[src/rtl/tt_sweep_pkg.sv]
// Shared definitions for the truth-table sweeper: FSM encoding and the
// reference udpY table.
package tt_sweep_pkg;

  // Sweep sequencer states. IDLE is encoding 0 so a cleared register is IDLE.
  typedef enum logic [1:0] {
    ST_IDLE   = 2'd0,
    ST_DRIVE  = 2'd1,
    ST_SAMPLE = 2'd2,
    ST_DONE   = 2'd3
  } state_t;

  // udpY truth table, Y = AB'D + BCD' + AC, bit index {A,B,C,D}.
  localparam logic [15:0] GOLDEN_UDPY = 16'hCE40;

endpackage

[src/rtl/tt_sweep_counter.sv]
// Vector index and per-vector settle counter for the truth-table sweeper.
// The FSM in the top decides when to load, advance or tick; this block only
// keeps the counts and reports the two flags the FSM branches on.
module tt_sweep_counter
  import tt_sweep_pkg::*;
#(
  parameter int N_IN          = 4,
  parameter int SETTLE_CYCLES = 1
) (
  input  logic            clk,
  input  logic            rst,
  input  logic            load,        // new sweep: vec=0, settle reloaded
  input  logic            advance,     // next vector: vec+1, settle reloaded
  input  logic            tick,        // one hold cycle spent in DRIVE
  output logic [N_IN-1:0] vec,
  output logic            last_vec,    // vec is the final vector of the sweep
  output logic            settle_zero  // this DRIVE cycle is the final hold cycle
);

  localparam int SW = (SETTLE_CYCLES > 0) ? $clog2(SETTLE_CYCLES + 1) : 1;
  localparam logic [SW-1:0] SETTLE_INIT = SW'(SETTLE_CYCLES);
  localparam logic [SW-1:0] SETTLE_ONE  = SW'(1);
  localparam logic [N_IN-1:0] VEC_ONE   = N_IN'(1);

  logic [SW-1:0] settle;

  // Vector and settle counters; vec never wraps because the FSM stops advancing
  // at the last vector.
  always_ff @(posedge clk) begin
    if (rst) begin
      vec    <= '0;
      settle <= '0;
    end else if (load) begin
      vec    <= '0;
      settle <= SETTLE_INIT;
    end else if (advance) begin
      vec    <= vec + VEC_ONE;
      settle <= SETTLE_INIT;
    end else if (tick && (settle != '0)) begin
      settle <= settle - SETTLE_ONE;
    end
  end

  assign last_vec    = (vec == {N_IN{1'b1}});
  assign settle_zero = (settle <= SETTLE_ONE);

endmodule

[src/rtl/truth_table_sweeper.sv]
// Exhaustive truth-table sweeper for an N_IN-input boolean function unit.
// Drives every vector in order, holds it SETTLE_CYCLES extra cycles, samples
// dut_y in the last cycle of each vector and compares against a golden table
// latched at start.
//
// Handshake: start is a level sampled on posedge clk and is accepted only in
// IDLE with abort low; busy rises the cycle after acceptance; done is a single
// cycle pulse, after which pass/mismatch_cnt/first_fail_*/result_tt hold until
// the next accepted start. abort in DRIVE/SAMPLE/DONE returns to IDLE with no
// done pulse and leaves the partial results in place.
module truth_table_sweeper
  import tt_sweep_pkg::*;
#(
  parameter int N_IN          = 4,
  parameter int SETTLE_CYCLES = 1
) (
  input  logic               clk,
  input  logic               rst,
  input  logic               start,
  input  logic               abort,
  input  logic [2**N_IN-1:0] golden,
  output logic [N_IN-1:0]    vec,
  input  logic               dut_y,
  output logic               busy,
  output logic               done,
  output logic               pass,
  output logic [N_IN:0]      mismatch_cnt,
  output logic [N_IN-1:0]    first_fail_vec,
  output logic               first_fail_valid,
  output logic [2**N_IN-1:0] result_tt,
  output state_t             dbg_state
);

  localparam int DEPTH = 2**N_IN;
  localparam logic [N_IN:0] CNT_ONE = (N_IN+1)'(1);
  // With no settle cycles a vector is a single SAMPLE cycle and DRIVE is skipped.
  localparam state_t FIRST_ST = (SETTLE_CYCLES > 0) ? ST_DRIVE : ST_SAMPLE;

  state_t           state;
  state_t           state_next;
  logic             load;
  logic             advance;
  logic             tick;
  logic             sample_en;
  logic             last_vec;
  logic             settle_zero;
  logic             mismatch;
  logic [DEPTH-1:0] golden_q;

  tt_sweep_counter #(
    .N_IN          (N_IN),
    .SETTLE_CYCLES (SETTLE_CYCLES)
  ) u_counter (
    .clk         (clk),
    .rst         (rst),
    .load        (load),
    .advance     (advance),
    .tick        (tick),
    .vec         (vec),
    .last_vec    (last_vec),
    .settle_zero (settle_zero)
  );

  // FSM state register.
  always_ff @(posedge clk) begin
    if (rst) state <= ST_IDLE;
    else     state <= state_next;
  end

  // Next-state and per-cycle control; abort takes precedence in every busy state.
  always_comb begin
    state_next = state;
    load       = 1'b0;
    advance    = 1'b0;
    tick       = 1'b0;
    sample_en  = 1'b0;
    case (state)
      ST_IDLE: begin
        if (start && !abort) begin
          load       = 1'b1;
          state_next = FIRST_ST;
        end
      end
      ST_DRIVE: begin
        if (abort) begin
          state_next = ST_IDLE;
        end else begin
          tick = 1'b1;
          if (settle_zero) state_next = ST_SAMPLE;
        end
      end
      ST_SAMPLE: begin
        if (abort) begin
          state_next = ST_IDLE;
        end else begin
          sample_en = 1'b1;
          if (last_vec) begin
            state_next = ST_DONE;
          end else begin
            advance    = 1'b1;
            state_next = FIRST_ST;
          end
        end
      end
      ST_DONE: begin
        state_next = ST_IDLE;
      end
      default: begin
        state_next = ST_IDLE;
      end
    endcase
  end

  // Case inequality so an X/Z from the function unit is reported as a failure.
  always_comb begin
    mismatch = (dut_y !== golden_q[vec]);
  end

  // Golden latch, captured table and mismatch bookkeeping.
  always_ff @(posedge clk) begin
    if (rst) begin
      golden_q         <= '0;
      result_tt        <= '0;
      mismatch_cnt     <= '0;
      first_fail_vec   <= '0;
      first_fail_valid <= 1'b0;
      pass             <= 1'b0;
    end else if (load) begin
      golden_q         <= golden;
      result_tt        <= '0;
      mismatch_cnt     <= '0;
      first_fail_vec   <= '0;
      first_fail_valid <= 1'b0;
      pass             <= 1'b0;
    end else if (sample_en) begin
      result_tt[vec] <= dut_y;
      if (mismatch) begin
        mismatch_cnt <= mismatch_cnt + CNT_ONE;
        if (!first_fail_valid) begin
          first_fail_vec   <= vec;
          first_fail_valid <= 1'b1;
        end
      end
      if (last_vec) pass <= (mismatch_cnt == '0) && !mismatch;
    end
  end

  assign busy      = (state == ST_DRIVE) || (state == ST_SAMPLE);
  assign done      = (state == ST_DONE);
  assign dbg_state = state;

endmodule

[config.mk]
export PLATFORM = sky130hd
export DESIGN_NAME = truth_table_sweeper
export DESIGN_NICKNAME = d
export VERILOG_FILES = /design/src/rtl/tt_sweep_pkg.sv /design/src/rtl/tt_sweep_counter.sv /design/src/rtl/truth_table_sweeper.sv
export SDC_FILE = /design/constraint.sdc
export NUM_CORES = 1
export LEC_CHECK = 0
export ABC_CLOCK_PERIOD_IN_PS = 6400
export CAP_MARGIN = 25
export CORE_ASPECT_RATIO = 2
export CORE_UTILIZATION = 53
export DETAILED_ROUTE_END_ITERATION = 8
export PLACE_DENSITY = 0.8
export REMOVE_ABC_BUFFERS = 1
export SKIP_CTS_REPAIR_TIMING = 1
export SLEW_MARGIN = 30
export SYNTH_ARGS = -nofsm -noshare
export SYNTH_HDL_FRONTEND = slang
export SYNTH_HIERARCHICAL = 1
export SYNTH_SLANG_ARGS = --single-unit
[constraint.sdc]
create_clock -name clk -period 6.4 [get_ports clk]
set_input_delay 1.28 -clock clk [delete_from_list [all_inputs] [get_ports clk]]
set_output_delay 1.28 -clock clk [all_outputs]
set_load 0.01 [all_outputs]
-- After elaboration in Yosys (flattened, before gate mapping)
Index checks and enable logic that the tools add are counted.
- muxes and demuxes: 22
- order comparisons: 3
- add/sub/neg operators: 3
- bitwise gates (word level): 1
- reductions and logical operators: 15
- equal/unequal tests: 7
- operators with widths (kind ; count):
    bitwise mux 16 bit ; 1
    two-way mux 1 bit ; 13
    two-way mux 2 bit ; 5
    one-hot mux 2 bit (4 select lines) ; 1
    AND reduction 2 bit ; 3
    adder 5 x 1 -> 5 bit, second input constant ; 1
    logical NOT 5 bit ; 1
    < comparator 4 x 5 -> 1 bit, second input constant ; 1
    adder 4 x 1 -> 4 bit, second input constant ; 1
    binary-select mux 1 bit (select 4 bit) ; 1
    demux 1 bit (select 4 bit) ; 1
    equality test 2 bit, second input constant ; 2
    equality test 4 bit, second input constant ; 1
    >= comparator 4 x 1 -> 1 bit, second input constant ; 1
    logical AND 1 bit ; 4
    != test 3 bit, second input constant ; 1
    AND reduction 3 bit ; 1
    nonzero test 3 bit ; 1
    equality test 2 x 1 -> 1 bit, second input constant ; 1
    logical NOT 1 bit ; 2
    logical NOT 2 bit ; 1
    != test 2 bit, second input constant ; 1
    OR reduction 2 bit ; 1
    <= comparator 1 bit, second input constant ; 1
    4 further kinds ; 4
- bits of input ports: 21
- logic and storage cells: 60
- flip-flop bits (word level): 50
- output and inout bits: 35

-- Logic depth before layout (Yosys ltp)
Gate-level depths: netlist of the first run.
- word-level depth: 6
- depth in mapped cells: 9
- gate-level depth less buffers: 8

-- By module
The synthesis of the first run kept the hierarchy.
- by module, submodules not included (module ; times used ; area each (um^2) ; cells each ; sequential area each (um^2)):
    truth_table_sweeper ; 1 ; 2202.1 ; 266 ; 900.9
    tt_sweep_counter ; 1 ; 193.9 ; 19 ; 80.1

-- Worst setup path before layout of the first run
No wires, ideal clock.
- kind: input -> register
- start point: input port abort
- end point: register u_counter.vec[3]
- arrival: 2.719 ns
- library setup time: 0.123 ns
- path slack: 3.557 ns
- buffers on the path: 2
- data required time: 6.277 ns
- cell stages on the path: 7
- path through: nand2b_1 > or2_2 > clkbuf_1 > clkinv_1 > clkbuf_1 > nor3b_1 > mux2_1
- word-level cells in the longest chain between the ends: 5
- elaborated cells on any way between the ends: 7
- those cells by class: mux: 4; reduce/logical: 3
- RTL lines (item ; RTL line ; source):
    start: declaration ; truth_table_sweeper.sv:20 ; input logic abort,
    logical NOT 1 bit ; truth_table_sweeper.sv:79 ; if (start && !abort) begin
    logical AND 1 bit ; truth_table_sweeper.sv:79 ;
    two-way mux 1 bit ; truth_table_sweeper.sv:79 ;
    two-way mux 1 bit ; truth_table_sweeper.sv:77 ; case (state)
    named net load ; truth_table_sweeper.sv:41 ; logic load;
    OR reduction 2 bit (no source line) ; -- ;
    end signal: assignment ; tt_sweep_counter.sv:37 ; vec <= vec + VEC_ONE;
    end: declaration ; tt_sweep_counter.sv:15 ; output logic [N_IN-1:0] vec,
The timed path passes the listed nets, and every way through them passes these cells.
A chain may end at the register's enable or synchronous reset.

-- Worst setup path in the final report of the first run
- start point: input port abort
- end point: register mismatch_cnt[2]
- word-level cells in the longest chain between the ends: 5
- elaborated cells on any way between the ends: 8
- those cells by class: mux: 4; reduce/logical: 4
- RTL lines (item ; RTL line ; source):
    logical NOT 1 bit ; truth_table_sweeper.sv:79 ;
    logical AND 1 bit ; truth_table_sweeper.sv:79 ;
    two-way mux 1 bit ; truth_table_sweeper.sv:79 ;
    two-way mux 1 bit ; truth_table_sweeper.sv:77 ;
    OR reduction 2 bit (no source line) ; -- ;
    end signal: assignment ; truth_table_sweeper.sv:138 ; mismatch_cnt <= mismatch_cnt + CNT_ONE;
    end: declaration ; truth_table_sweeper.sv:27 ; output logic [N_IN:0] mismatch_cnt,
Parallel ways exist; a longest one is shown, timed or not.

==> qor.yml, run 1 <==
setup_ws_ns: 3.13
fin_skew_ns: 0.0126
die_area_um2: 4800
num_antenna_cells: 0
synthCells: 284
r2r_setup_slack_ns: 3.62
rsz0062_at_grt: "false"
crit_arrival_ns: 3.53
core_um2: 4340
grt_pass1_wl_um: 9100
grt_start_max_net_pins: 27
leakagePower_nw: 1.13
dp_hpwl_um: 3870
vias: 2149
drtPass1Iterations: 4
critPathLaunch: "abort"
endpoint: "mismatch_cnt[2]"
wl_um: 5270
grt_pass1_vias: 2053
start_util_pct: 55.1
multi_input_area_um2: 1300
intPower_mw: 0.415
fp.dieH_um: 97.0
fill_cells: 381
status: "finished, final reports clean"
cts.path.max_buffers: 2
syn_avg_cell_area_um2: 8.42
dp.cells: 377
setup_viol: 0
powerDensity_nw_per_um2: 183
worstMarginPinSlew_ns: 0.849
place_ws_ns: 2.80
final_cells: 385
pwr-share-comb_pct: 10.8
grt_usage_pct: 24.2
dieWidth_um: 49.5
antenna_found_initial: 0
crit_path_end_kind: "flip-flop"
gp_congestion: 0.849
cts.sinks: 49
slew_violations: 0
cts_buffers: 5
fin_crit_ns: 3.27
finalSetupTns_ns: 0
cts_max_level: 2
worstPathRequired_ns: 6.66
p_seq_share_pct: 57.0
area.growth.synth_to_final_pct: 26.7
worstPathMaxFanout: 22
r2r_end: "mismatch_cnt[2]"
drive_gt1_share_pct: 6.34
syn-cell-area_um2: 2390
worstSkewPairLatency_ns: 0.31
cts.root.buffer_cell: "clkbuf_8"
hold_class: "reg2reg"
slew_headroom_pct: 43.3
ant_nets: 0
r2r_cells: 5
max_clock_freq_ghz: 0.306
p_clk_share_pct: 32.2
drc: 0
fin_crit_sh_pct: 51.1
grt_overflow: 0
num_rows: 34
pin_count: 56
drt_iter0_drc: 42
peakVddDrop_uv: 247
critPathLaunchType: "input port"
switching_share_pct: 25.2
final_hold_viol_count: 0
netSwitchingPower_mw: 0.139
ys_warn_count: 6
layout_commonest_cell: "nand2_1"
drt-vias-per-instance: 5.58
mostFrequentLayoutCells: "nand2_1, clkdlybuf4s50_1, dfxtp_1, a21oi_1, nor2_1"
port-buffer-count: 55
path_clk_slew_ns: 0.09
layout.nets: 359
path_class: "in2reg"
r2r_start: "u_counter/vec[0]"
register_area_um2: 981
final_core_utilization_pct: 69.8
maxCapViolCount: 0
tritoncts: "yes"
wire_per_inst_um: 13.7
-- critical path: stages --
cell and delay, ns:
clkdlybuf4s50_1 0.50, nand2b_1 0.13, or2_2 0.32, clkinv_1 0.54
nor2_1 0.45, and2_1 0.18, mux2_2 0.13
-- per-stage QoR --
step           hold WS [ns]  area [um^2]  power [mW]
6_report              0.456         3030       0.554
5_1_grt               0.474         3030       0.578
4_1_cts               0.459         3030       0.560
3_5_place_dp          0.447         2940       0.383
3_3_place_gp          0.438         2940       0.382
2_1_floorplan         0.425         2320       0.353
-- power by group through the flow --
stage	clock network (mW)	registers (mW)	logic (mW)
finish	0.178	0.316	0.0599
global route	0.194	0.317	0.0661
global placement	0	0.323	0.0591
detailed placement	0	0.323	0.0602
floorplan	0	0.322	0.0308
CTS	0.184	0.316	0.0603
-- routing by layer --
metal,up-vias,track usage [%],routed length (um)
met2,52,44.9,2960
met3,16,2.99,123
met5,-,0,0
met1,996,25.6,2030
met4,0,12.1,157
li1,1085,-,-
-- how the worst min path moves through the flow --
stage                 start            to  slack, ns  cells after the start
2_1_floorplan  golden_q[13]  golden_q[13]       0.43                      2
4_1_cts         golden_q[4]   golden_q[4]       0.46                      2
3_5_place_dp    golden_q[4]   golden_q[4]       0.45                      2
5_1_grt         golden_q[2]   golden_q[2]       0.47                      2
6_report        golden_q[6]   golden_q[6]       0.46                      2
3_3_place_gp   golden_q[10]  golden_q[10]       0.44                      2
-- sequential cells by signal, summed over array words and instances (netlist names) --
signal            count
first_fail_valid      1
pass                  1
u_counter/vec         4
result_tt            16
mismatch_cnt          5
first_fail_vec        4
golden_q             16
dbg_state             2
-- layout make-up --
class	instances	area share (%)
Multi-Input combinational cell	208	42.9
Sequential cell	49	32.4
Timing Repair Buffer	56	18.4
Clock buffer	5	2.27
Tap cell	54	2.23
Inverter	10	1.24
Clock inverter	3	0.578
No activity file was read; power rests on OpenSTA's default activity.
==> inputs of run 2 (changes only) <==
ABC_CLOCK_PERIOD_IN_PS = 3100   (was 6400)
CORE_UTILIZATION = 50   (was 53)
PLACE_DENSITY = 0.76   (was 0.8)
clock period = 3.1 ns   (was 6.4 ns; I/O delays follow)
==> run 2 against run 1 <==
Compared with the run above:
- wire length increased by 7.4%
- critical endpoint unchanged
- highest routed layer unchanged
- worst hold slack barely moved
- core utilization fell by 1.3 points
==> qor.yml, run 2 (synthesis results as in run 1) <==
finalSetupTns_ns: 0  # unchanged
cts_buffers: 5  # unchanged
rsz0062_at_grt: "false"
leakagePower_nw: 1.21  # +6.8%
worstPathRequired_ns: 3.30  # -3.36 ns
max_clock_freq_ghz: 0.398
max_stage_delay_ns: 0.69  # +0.15 ns
pin_count: 56  # unchanged
path_clk_slew_ns: 0.09  # about the same
fin_area_um2: 3150  # +4.0%
setup_viol: 0  # unchanged
cts.path.max_buffers: 2  # unchanged
slew_headroom_pct: 52.5  # +9.2 points
dieWidth_um: 50.9  # +2.8%
cts.sinks: 49  # unchanged
cts_max_level: 2  # unchanged
slowest_stage: "mux4_1"
crit_path_end_kind: "flip-flop"
wl_um: 5670  # +7.4%
status: "finished, final reports clean"
tritoncts: "yes"
num_rows: 35  # +2.9%
largestRegisters: "golden_q: 16 flops, result_tt: 16 flops, mismatch_cnt: 5 flops"
fin_crit_sh_pct: 81.1
p_seq_share_pct: 51.7  # -5.3 points
die_area_um2: 5080  # +5.8%
fin_crit_ns: 2.51
layout_commonest_cell: "nand2_1"
drtPass1Iterations: 4  # unchanged
drt_iter0_drc: 59  # +40%
drc: 0  # unchanged
wire_per_inst_um: 14.2  # +3.9%
pwr-share-comb_pct: 10.4  # -0.4 points
vias: 2203  # +2.5%
mostFrequentLayoutCells: "nand2_1, clkdlybuf4s50_1, dfxtp_1, a21oi_1, nor2_1"
drt-vias-per-instance: 5.54  # -0.84%
cts.root.buffer_cell: "clkbuf_8"
finalPower_mw: 1.26  # +130%
intPower_mw: 0.967  # +130%
netSwitchingPower_mw: 0.294  # +110%
fill_cells: 391  # +2.6%
worstSkewPairLatency_ns: 0.31  # about the same
core_um2: 4600  # +6.0%
critPathLaunchType: "flip-flop"
fin_skew_ns: 0.00930  # -0.00325 ns
placed_cell_area_um2: 3030  # +3.1%
peakVddDrop_uv: 421  # +70%
powerDensity_nw_per_um2: 400  # +120%
grt_start_max_net_pins: 23  # -15%
p_clk_share_pct: 37.9  # +5.7 points
area.growth.synth_to_final_pct: 31.8
start_util_pct: 52.0  # -3.1 points
num_antenna_cells: 0  # unchanged
final_core_utilization_pct: 68.6  # -1.3 points
path_class: "reg2reg"
hold_class: "reg2reg"
dp_hpwl_um: 4230  # +9.3%
fp.dieH_um: 99.8  # +2.9%
gp_congestion: 0.898  # +5.8%
crit_chain: "mux4_1, a22oi_4, nand4_1, a21boi_0, mux2_2"
drive_gt1_share_pct: 9.33  # +3.0 points
final_hold_viol_count: 0  # unchanged
antenna_found_initial: 0  # unchanged
layout.nets: 371  # +3.3%
port-buffer-count: 55  # unchanged
maxCapViolCount: 0  # unchanged
crit_arrival_ns: 2.71  # -0.82 ns
grt_usage_pct: 24.0  # -0.22 points
grt_overflow: 0  # unchanged
slew_violations: 0  # unchanged
worstMarginPinSlew_ns: 0.710  # -0.139 ns
grt_pass1_vias: 2071  # +0.88%
worstPathMaxFanout: 8  # -64%
grt_pass1_wl_um: 9260  # +1.7%
switching_share_pct: 23.3  # -1.9 points
ant_nets: 0  # unchanged
holdWs_ns: 0.456  # -0.0000990 ns
run 2: changes by cell type in the layout (fill, tap and decap cells not counted), sizes merged:
| cell | change |
|---|---|
| clkbuf | +1 |
| clkinv | -2 |
| buf | +12 |
| bufinv | +1 |
run 2: final timing paths:
check        depth (start not counted)               to        startpoint  slack (ns)
max                                  5  mismatch_cnt[2]  u_counter/vec[0]        0.59
max reg2reg                          5  mismatch_cnt[2]  u_counter/vec[0]        0.59
min                                  2      golden_q[6]       golden_q[6]        0.46
min reg2reg                          2      golden_q[6]       golden_q[6]        0.46
run 2: per-layer routing:
metal | GRT usage, % | wire length [um] | vias to the layer above
li1 | - | - | 1103
met1 | 25.2 | 2130 | 1032
met2 | 44.0 | 3230 | 52
met3 | 3.64 | 115 | 16
met4 | 12.2 | 184 | 0
met5 | 0 | 0 | -
run 2: power groups by stage:
| stage | logic, mW | clock network [mW] | registers [mW] |
|---|---|---|---|
| 2_1_floorplan | 0.0637 | 0 | 0.666 |
| 3_3_place_gp | 0.129 | 0 | 0.667 |
| 3_5_place_dp | 0.132 | 0 | 0.667 |
| 4_1_cts | 0.132 | 0.486 | 0.652 |
| 5_1_grt | 0.144 | 0.517 | 0.654 |
| 6_report | 0.132 | 0.477 | 0.652 |
run 2: critical path: cells and delay by family, from the launching register on:
family / cells / cell delay (ns)
AO/OA/AOI/OAI: 2 / 0.56
flip-flops: 1 / 0.55
AND/OR/NAND/NOR: 1 / 0.24
multiplexers: 2 / 1.04
run 2: layout make-up:
| type | count | area (um^2) | share of cell area (%) |
|---|---|---|---|
| Inverter | 10 | 37.5 | 1.19 |
| Tap cell | 55 | 68.8 | 2.18 |
| Clock inverter | 2 | 37.5 | 1.19 |
| Sequential cell | 49 | 981 | 31.1 |
| Multi-Input combinational cell | 208 | 1300 | 41.2 |
| Timing Repair Buffer | 68 | 648 | 20.6 |
| Clock buffer | 6 | 82.6 | 2.62 |
run 2: stage by stage:
step | setup slack (ns) | instances
3_5_place_dp | 0.582 | 390
3_3_place_gp | 0.633 | 390
4_1_cts | 0.601 | 398
2_1_floorplan | 0.620 | 267
5_1_grt | 0.440 | 398
6_report | 0.586 | 398
